`src/rtl/ram_ff_pkg.sv`:
```
// Shared constants, port-index type and priority helper for the multi-port flip-flop RAM.
package ram_ff_pkg;

  localparam int DW_MAX   = 8192;
  localparam int AW_MAX   = 12;
  localparam int PORT_MAX = 8;

  typedef logic [$clog2(PORT_MAX)-1:0] port_idx_t;

  // One-hot of the lowest set bit; isolates the winning port of a request mask.
  function automatic logic [PORT_MAX-1:0] prio_onehot(input logic [PORT_MAX-1:0] req);
    return req & (~req + PORT_MAX'(1));
  endfunction

endpackage

```
`src/rtl/ram_ff_wr_arb.sv`:
```
// Write arbiter: resolves same-address writes by fixed priority (lowest port index wins)
// and flags a collision whenever any enabled ports share an address.
module ram_ff_wr_arb
  import ram_ff_pkg::*;
#(
  parameter int ADDRWIDTH = 3,
  parameter int NUM_WR    = 2
) (
  input  logic [NUM_WR-1:0]           wr_req,
  input  logic [NUM_WR*ADDRWIDTH-1:0] addr_w,
  output logic [NUM_WR-1:0]           commit,
  output logic                        collision
);

  always_comb begin
    logic [PORT_MAX-1:0] match;
    logic [PORT_MAX-1:0] win;
    // NOTE: every combinational output and temporary gets a value before any
    // conditional use, so no path through the block leaves state implied (no latch).
    commit    = '0;
    collision = 1'b0;
    for (int i = 0; i < NUM_WR; i++) begin
      match = '0;
      for (int j = 0; j < NUM_WR; j++) begin
        match[j] = wr_req[i] && wr_req[j] &&
                   (addr_w[i*ADDRWIDTH +: ADDRWIDTH] == addr_w[j*ADDRWIDTH +: ADDRWIDTH]);
      end
      win       = prio_onehot(match);
      commit[i] = win[i];
      if ((match & ~win) != '0) collision = 1'b1;
    end
  end

endmodule

```
`src/rtl/ram_ff_mp.sv`:
```
// Multi-port flip-flop RAM with prioritised write collisions and optional registered read.
// Optional macro RAM_FF_BYPASS_EN: write-first forwarding into the registered read path.
module ram_ff_mp
  import ram_ff_pkg::*;
#(
  parameter int DATAWIDTH = 8,
  parameter int ADDRWIDTH = 3,
  parameter int NUM_WR    = 2,
  parameter int NUM_RD    = 2,
  parameter int RD_REG    = 1,
  parameter int CNT_W     = 8
) (
  input  logic                        clk,
  input  logic                        rst_n,
  input  logic [NUM_WR-1:0]           en_w_n,
  input  logic [NUM_WR*ADDRWIDTH-1:0] addr_w,
  input  logic [NUM_WR*DATAWIDTH-1:0] data_w,
  input  logic [NUM_RD-1:0]           en_r_n,
  input  logic [NUM_RD*ADDRWIDTH-1:0] addr_r,
  output logic [NUM_RD*DATAWIDTH-1:0] data_r,
  output logic [NUM_RD-1:0]           rd_valid,
  output logic                        wr_collision,
  output logic [CNT_W-1:0]            collision_cnt
);

  localparam int DEPTH = 2 ** ADDRWIDTH;

  if (DATAWIDTH < 1 || DATAWIDTH > DW_MAX || ADDRWIDTH < 1 || ADDRWIDTH > AW_MAX ||
      NUM_WR < 1 || NUM_WR > PORT_MAX || NUM_RD < 1 || NUM_RD > PORT_MAX ||
      RD_REG < 0 || RD_REG > 1 || CNT_W < 1 || CNT_W > 32) begin : g_param_err
    $error("ram_ff_mp: parameter out of legal range");
    $fatal(1, "ram_ff_mp: elaboration aborted");
  end

  logic [DATAWIDTH-1:0]        mem [DEPTH];
  logic [NUM_WR-1:0]           wr_req;
  logic [NUM_RD-1:0]           rd_req;
  logic [NUM_WR-1:0]           commit;
  logic                        collision;
  logic [NUM_RD*DATAWIDTH-1:0] rd_next;

  // Ports whose address is unknown are dropped for the cycle in simulation.
  always_comb begin
    wr_req = ~en_w_n;
    rd_req = ~en_r_n;
`ifndef SYNTHESIS
    for (int i = 0; i < NUM_WR; i++) begin
      if (wr_req[i] && $isunknown(addr_w[i*ADDRWIDTH +: ADDRWIDTH])) begin
        wr_req[i] = 1'b0;
        $warning("ram_ff_mp: X/Z on write address of port %0d", i);
      end
    end
    for (int j = 0; j < NUM_RD; j++) begin
      if (rd_req[j] && $isunknown(addr_r[j*ADDRWIDTH +: ADDRWIDTH])) begin
        rd_req[j] = 1'b0;
        $warning("ram_ff_mp: X/Z on read address of port %0d", j);
      end
    end
`endif
  end

`ifndef SYNTHESIS
  always @(clk) begin
    if ($isunknown(clk)) $warning("ram_ff_mp: X/Z on clk");
  end
`endif

  ram_ff_wr_arb #(
    .ADDRWIDTH (ADDRWIDTH),
    .NUM_WR    (NUM_WR)
  ) u_wr_arb (
    .wr_req    (wr_req),
    .addr_w    (addr_w),
    .commit    (commit),
    .collision (collision)
  );

  // Committed ports always target distinct words, so write order inside the loop is irrelevant.
  always_ff @(posedge clk) begin
    if (!rst_n) begin
      // NOTE: this store is flops, not a RAM macro, so clearing every word on reset is
      // both legal and required; a real SRAM array would not be reset this way.
      for (int d = 0; d < DEPTH; d++) mem[d] <= '0;
    end else begin
      for (int i = 0; i < NUM_WR; i++) begin
        if (commit[i]) mem[addr_w[i*ADDRWIDTH +: ADDRWIDTH]] <= data_w[i*DATAWIDTH +: DATAWIDTH];
      end
    end
  end

  always_ff @(posedge clk) begin
    // NOTE: sequential state uses non-blocking assignment so every flop samples
    // pre-edge values regardless of process ordering.
    if (!rst_n) begin
      wr_collision  <= 1'b0;
      collision_cnt <= '0;
    end else begin
      wr_collision <= collision;
      if (collision && collision_cnt != {CNT_W{1'b1}}) collision_cnt <= collision_cnt + 1'b1;
    end
  end

  always_comb begin
    rd_next = '0;
    for (int j = 0; j < NUM_RD; j++) begin
      rd_next[j*DATAWIDTH +: DATAWIDTH] = mem[addr_r[j*ADDRWIDTH +: ADDRWIDTH]];
`ifdef RAM_FF_BYPASS_EN
      for (int i = 0; i < NUM_WR; i++) begin
        if (RD_REG != 0 && commit[i] &&
            addr_w[i*ADDRWIDTH +: ADDRWIDTH] == addr_r[j*ADDRWIDTH +: ADDRWIDTH])
          rd_next[j*DATAWIDTH +: DATAWIDTH] = data_w[i*DATAWIDTH +: DATAWIDTH];
      end
`endif
    end
  end

  if (RD_REG != 0) begin : g_rd_reg
    always_ff @(posedge clk) begin
      if (!rst_n) begin
        data_r   <= '0;
        rd_valid <= '0;
      end else begin
        rd_valid <= rd_req;
        for (int j = 0; j < NUM_RD; j++) begin
          if (rd_req[j]) data_r[j*DATAWIDTH +: DATAWIDTH] <= rd_next[j*DATAWIDTH +: DATAWIDTH];
        end
      end
    end
  end else begin : g_rd_comb
    always_comb begin
      data_r   = '0;
      rd_valid = rd_req;
      for (int j = 0; j < NUM_RD; j++) begin
        if (rd_req[j]) data_r[j*DATAWIDTH +: DATAWIDTH] = rd_next[j*DATAWIDTH +: DATAWIDTH];
      end
    end
  end

endmodule

```
`config.mk`:
```
export PLATFORM = sky130hd
export DESIGN_NAME = ram_ff_mp
export DESIGN_NICKNAME = d
export VERILOG_FILES = /design/src/rtl/ram_ff_pkg.sv /design/src/rtl/ram_ff_wr_arb.sv /design/src/rtl/ram_ff_mp.sv
export SDC_FILE = /design/constraint.sdc
export NUM_CORES = 1
export LEC_CHECK = 0
export BUFFER_PORTS_ARGS = -buffer_cell sky130_fd_sc_hd__buf_2
export CAP_MARGIN = 20
export CORE_MARGIN = 2
export CORE_UTILIZATION = 43
export CTS_BUF_LIST = sky130_fd_sc_hd__clkbuf_4 sky130_fd_sc_hd__clkbuf_8
export DETAILED_ROUTE_END_ITERATION = 6
export SLEW_MARGIN = 20
export SYNTH_ARGS = -nofsm -noshare
export SYNTH_HDL_FRONTEND = slang
export SYNTH_SLANG_ARGS = --single-unit
```
`constraint.sdc`:
```
create_clock -name clk -period 2.55 [get_ports clk]
set_input_delay 0.1275 -clock clk [delete_from_list [all_inputs] [get_ports clk]]
set_output_delay 0.1275 -clock clk [all_outputs]
set_load 0.02 [all_outputs]
```
# Yosys cells after proc, flatten, opt, wreduce, memory -nomap -nowiden
# Memory sizes are Yosys's and may differ from the RTL's. A register that Yosys moved wholly into a read port is not among the register bits.
# Cells that the tools add are included.
[totals]
ff_bits = 11
latch_bits = 0
ram_bits = 64
romBits = 0
in_bits = 34
output_inout_bits = 27
elab_cells = 45
n_memories = 1
[op_classes]
add_sub_neg = 3
multipliers = 0
div_mod_pow = 0
magnitude_cmp = 0
eq_ne = 3
shift = 0
mux = 15
n_bitwise = 10
reduce_logical = 10
[memory_table]
columns = ["name", "words", "width", "rd", "rd_clocked_by_memory_dff", "wr", "line", "source"]
rows = [
  ["mem", 8, 8, 2, 2, 8, "ram_ff_mp.sv:35", "logic [DATAWIDTH-1:0] mem [DEPTH];"],
]
[op_table]
columns = ["operator", "count"]
rows = [
  ["bitwise AND 2 x 8 -> 8 bit", 4],
  ["adder 8 x 1 -> 8 bit (second input constant)", 3],
  ["2-to-1 mux 8 bit", 2],
  ["NOT 2 -> 8 bit", 2],
  ["NOT 8 bit", 2],
  ["nonzero test 8 bit", 2],
  ["OR reduction 8 bit", 2],
  ["2-to-1 mux 1 bit", 11],
  ["!= test 8 bit (second input constant)", 1],
  ["== test 3 bit", 2],
  ["2-to-1 mux 3 bit", 2],
  ["logical AND 1 bit", 4],
  ["NOT 2 bit", 2],
  ["zero test 1 bit", 2],
]

# Logic depth before layout (Yosys ltp)
[logic_depth]
word_depth = 12
depth_mapped = 6
mapped_depth_nobuf = 4

# Hierarchy
# Synthesis repeated with hierarchy kept, for this count alone.
[hier_totals]
hier_cells = 424
hier_area_um2 = 5007.3
[by_module_without_submodules]
columns = ["mod", "n_inst", "cells_each", "area_per_inst_um2", "seq_area_each_um2"]
rows = [
  ["ram_ff_mp", 1, 416, 4953.5, 2462.4],
  ["ram_ff_wr_arb", 1, 8, 53.8, 0.0],
]

# Worst setup path after synthesis
# No wires, ideal clock.
[synth_path]
path_kind = "input-to-reg"
from = "input port addr_w[0]"
to = "memory mem[2][0], enable pin"
setup_time_ns = 0.328
arrival_time_ns = 1.506
t_required_ns = 2.222
path_slack_ns = 0.716
path_stages = 6
n_path_buf = 2
cell_sequence = "clkbuf_1 > xnor2_1 > and4_4 > buf_12 > nor4b_4 > or3_1"
[synth_rtl]
columns = ["item", "line", "source"]
rows = [
  ["start: declaration", "ram_ff_mp.sv:16", "input logic [NUM_WR*ADDRWIDTH-1:0] addr_w,"],
  ["end: declaration", "ram_ff_mp.sv:35", ""],
]

# Final worst setup path
[layout_path]
from = "register collision_cnt[0]"
to = "register collision_cnt[5]"
[layout_via]
elab_chain_len = 2
word_cells_on_any_way = 3
cone_classes = "add/sub (1); eq/ne (1); reduce/logical (1)"
[layout_rtl]
columns = ["item", "line", "source"]
rows = [
  ["start: declaration", "ram_ff_mp.sv:23", "output logic [CNT_W-1:0] collision_cnt"],
  ["start signal: assignment", "ram_ff_mp.sv:99", "if (collision && collision_cnt != {CNT_W{1'b1}}) collision_cnt <= collision_cnt + 1'b1;"],
  ["branches (longest 2 deep; another with adder 8 x 1 -> 8 bit)", "-", ""],
]
# Several ways; the timed one is not identified.
# A chain may end at the register's enable or synchronous reset.

==> run summary <==
The flow ran to the end, and the final reports show no timing, DRC or antenna violations. For this block, the initial DRC count from the detailed router was 364. The fraction of the cycle the final worst path needs is 0.678, and the synthesized net count is 398. The run gives 0.644 as the headroom to the max-slew limit. The endpoint identified for the worst register-to-register timing path is collision_cnt[5]. The run gives 91 as the clock net sink count. The tools report the worst flop-to-flop path startpoint as collision_cnt[0]. Cell count after synthesis: 363. The dominant synthesized flop cell was sky130_fd_sc_hd__edfxtp_1.

For the max-slew violation total from the final report, the log shows 0. After detailed routing, the number of remaining DRC violations is 0. Before antenna repair, the detailed router went through 5 iterations.

The largest total area in the synthesized netlist belongs to sky130_fd_sc_hd__edfxtp_1. The initial antenna violation count came out at 0. In the final design database the tool counted 444 nets. Dividing the detail-routed via count by the number of cells gives 6.20. The average detailed-routed wire length per instance came out at 22.3 um.

The first-pass GRT wire length came out at 19000 um. The worst path meets setup with 822 ps of slack. For the total global routing track utilization, the log shows 0.222. Worst min-delay path class: in -> reg.

TritonCTS built the clock tree. The maximum fanout count along the critical path came out at 12. The logs give 22 for the maximum number of pins on one net before global-route repair and 2840 ps for the required time of the critical path.

The cell total after placement is 536, and the peak clock frequency supported by timing is 0.579 GHz. The proportion of layout cells with a drive suffix above 1 is 0.319, and the post-route antenna net violation count is 0. Setup repair after global routing left no endpoint under its margin.

Final hold analysis gives a worst-case slack of 214 ps. The area share of the largest cell type after synthesis works out to 0.401. The logs give 2020 ps for the signal arrival time at the worst endpoint and 2 for the clock tree buffer depth. The antenna diode count was 0; the count of cell types in the netlist was 42. In this run the register-to-register setup slack is 820 ps.

For this block, the routed nets add up to 12400 um of wire. Measured in cells, the most critical reg-to-reg path has a length of 4. Post-synthesis instance area: 0.00479 sq mm. In this run the tool buffered the top-level ports with 60 buffer cells. The async set-reset flop share out of synthesis is 0, and the top-level port count is 61. The Yosys step of the flow raised 0 warnings. The areal power density over the cells is 614 mW/mm^2. The type of element capturing the critical path was a flop.

The tools report the largest clock skew in the final design as 9.52 ps. The total number of vias came out at 3433. The die is 110 um tall. Across the VDD grid, the largest voltage drop is 0.254 mV. After synthesis, the mean cell area works out to 13.2 sq um. Worst hold path cell count: 2. CTS root buffer: sky130_fd_sc_hd__clkbuf_8.

After the flow finishes, the layout carries non-filler instances totaling 554. The floorplan step set the die width to 110 um. The category of the worst setup path launch point is a flop. The worst hold endpoint is mem[7][2]. By count the netlist is led by sky130_fd_sc_hd__a22o_1 (64), sky130_fd_sc_hd__edfxtp_1 (64), sky130_fd_sc_hd__mux4_2 (32). The tools report the effective utilization at floorplan as 0.442. The relative area change from synthesis to final layout was 13.7%. The tools report the area of the placeable core as 0.0108 sq mm.

In the final timing run, aggregate negative setup slack is 0 ps. The quantity of gates resized following cts is 0. The flip-flop and latch count after synthesis is 91, and the clock latency on the worst-skew pair is 360 ps. At the placement stage, the worst setup path has a slack of 560 ps.

Across the run, the number of max-cap violations was 0. The tools report the source of the worst hold timing path as data_w[10]. The slew at the pin closest to its max-slew limit was 532 ps; the clock-pin slew of the registers on the worst-case setup and hold paths was 80 ps.

After global routing the overflow that remains totals 0. The sequential cell area fraction in the yosys report was 0.514; the post-CTS setup-driven buffer insertion count was 0. The number of clock buffers inserted by TritonCTS was 9; the instance area after placement was 0.00519 sq mm. For the final weighted congestion of routability-driven global placement, the log shows 0.909. The clock period could shrink to 1730 ps. After floorplanning, the core was divided into 38 placement rows. The detailed placement HPWL is 9370 um, and the count of flip-flops with a built-in enable after synthesis is 64. In the post-synthesis netlist, the biggest area contributors are sky130_fd_sc_hd__edfxtp_1 (40%), sky130_fd_sc_hd__mux4_2 (15%), sky130_fd_sc_hd__a22o_1 (12%), sky130_fd_sc_hd__dfxtp_1 (11%), sky130_fd_sc_hd__o22ai_1 (2.1%).

After routing the design area is 0.00545 sq mm. The floorplan step defined a die boundary enclosing 0.0120 sq mm. The critical path class was reg -> reg.

The tools report the number of global-route vias before repair as 3305. The number of hold violations in the final report was 0; the leakage power total was 1.96 nW. The run gives 3 as the number of H-tree levels. Setup violations remaining at the end of the flow were counted as 0.
[sequential cells by signal, indices dropped and copies added (netlist names)]
signal	flops
mem	64
collision_cnt	8
wr_collision	1
rd_valid	2
data_r	16
[worst max-delay path, stage by stage (launching register included)]
cell and delay [ps]:
sky130_fd_sc_hd__dfxtp_1 350, sky130_fd_sc_hd__ha_1 310, sky130_fd_sc_hd__and4_1 350, sky130_fd_sc_hd__or4_1 510
sky130_fd_sc_hd__a21oi_1 150
[through the flow]
stage	power, W	util
3_3_place_gp	0.00223	0.479
4_1_cts	0.00337	0.503
2_1_floorplan	0.00207	-
6_report	0.00335	0.503
5_1_grt	0.00347	0.503
3_5_place_dp	0.00223	0.479
[layout make-up]
type                    count  area, sq um
fillers                   963         5390
flip-flops and latches     91         2460
multi-input cells         228         2140
repair buffers             75          418
well taps                 140          175
clock buffers              10          131
clock inverters             6          104
inverters                   4         15.0
[how the worst max path moves through the flow]
stage | startpoint | endpoint | depth (start not counted)
after floorplan | addr_w[0] | mem[2][0] | 6
after global placement | addr_w[5] | mem[3][5] | 6
after detailed placement | addr_w[5] | mem[3][5] | 6
after CTS | collision_cnt[0] | collision_cnt[5] | 4
after global routing | collision_cnt[0] | collision_cnt[3] | 4
final | collision_cnt[0] | collision_cnt[5] | 4
[power by group]
group | internal (W) | switching (W)
Combinational | 0.000193 | 0.000259
Sequential | 0.00169 | 0.0000647
Clock | 0.000655 | 0.000487
Total | 0.00254 | 0.000810
[logic make-up (layout without fill, tap and decap cells)]
group | Yosys count | after routing | share of synthesized area
DFF | 91 | 91 | 0.514
and+or+nand+nor | 80 | 80 | 0.112
adders and majority gates | 1 | 1 | 0.00261
AOI/OAI and AO/OA | 112 | 112 | 0.176
xor gates and xnor gates | 3 | 3 | 0.00548
muxes | 32 | 32 | 0.150
buffers and inverters | 44 | 95 | 0.0394
[per-layer routing]
| metal | global-route usage | wire length [um] | vias up |
|---|---|---|---|
| met3 | 0.0285 | 1050 | 19 |
| met5 | 0 | 0 | - |
| met4 | 0.107 | 384 | 0 |
| met2 | 0.327 | 5330 | 168 |
| li1 | - | - | 1573 |
| met1 | 0.326 | 5590 | 1673 |
[cells in the final DEF, fill, tap and decap left out, types with 4 or more instances in the layout]
| master | Yosys | routed |
|---|---|---|
| sky130_fd_sc_hd__a21oi_1 | 5 | 5 |
| sky130_fd_sc_hd__a22o_1 | 64 | 64 |
| sky130_fd_sc_hd__buf_2 | 3 | 60 |
| sky130_fd_sc_hd__buf_4 | 1 | 13 |
| sky130_fd_sc_hd__clkbuf_8 | 0 | 9 |
| sky130_fd_sc_hd__dfxtp_1 | 27 | 27 |
| sky130_fd_sc_hd__edfxtp_1 | 64 | 64 |
| sky130_fd_sc_hd__mux4_2 | 32 | 32 |
| sky130_fd_sc_hd__nand2_1 | 9 | 9 |
| sky130_fd_sc_hd__nand3_1 | 4 | 4 |
| sky130_fd_sc_hd__nor2_1 | 25 | 25 |
| sky130_fd_sc_hd__nor3_1 | 5 | 5 |
| sky130_fd_sc_hd__o21ai_0 | 14 | 14 |
| sky130_fd_sc_hd__o22ai_1 | 16 | 16 |
| sky130_fd_sc_hd__o31ai_1 | 5 | 5 |
| sky130_fd_sc_hd__or3_1 | 10 | 10 |
| sky130_fd_sc_hd__or4_1 | 4 | 4 |
[what timing repair did]
action / in CTS / in global routing
endpoints found under the setup margin: 0 / 0
hold endpoints to repair: 2 / 0
hold buffers: 2 / 0
Note: power is estimated with default switching activity, not from simulation.
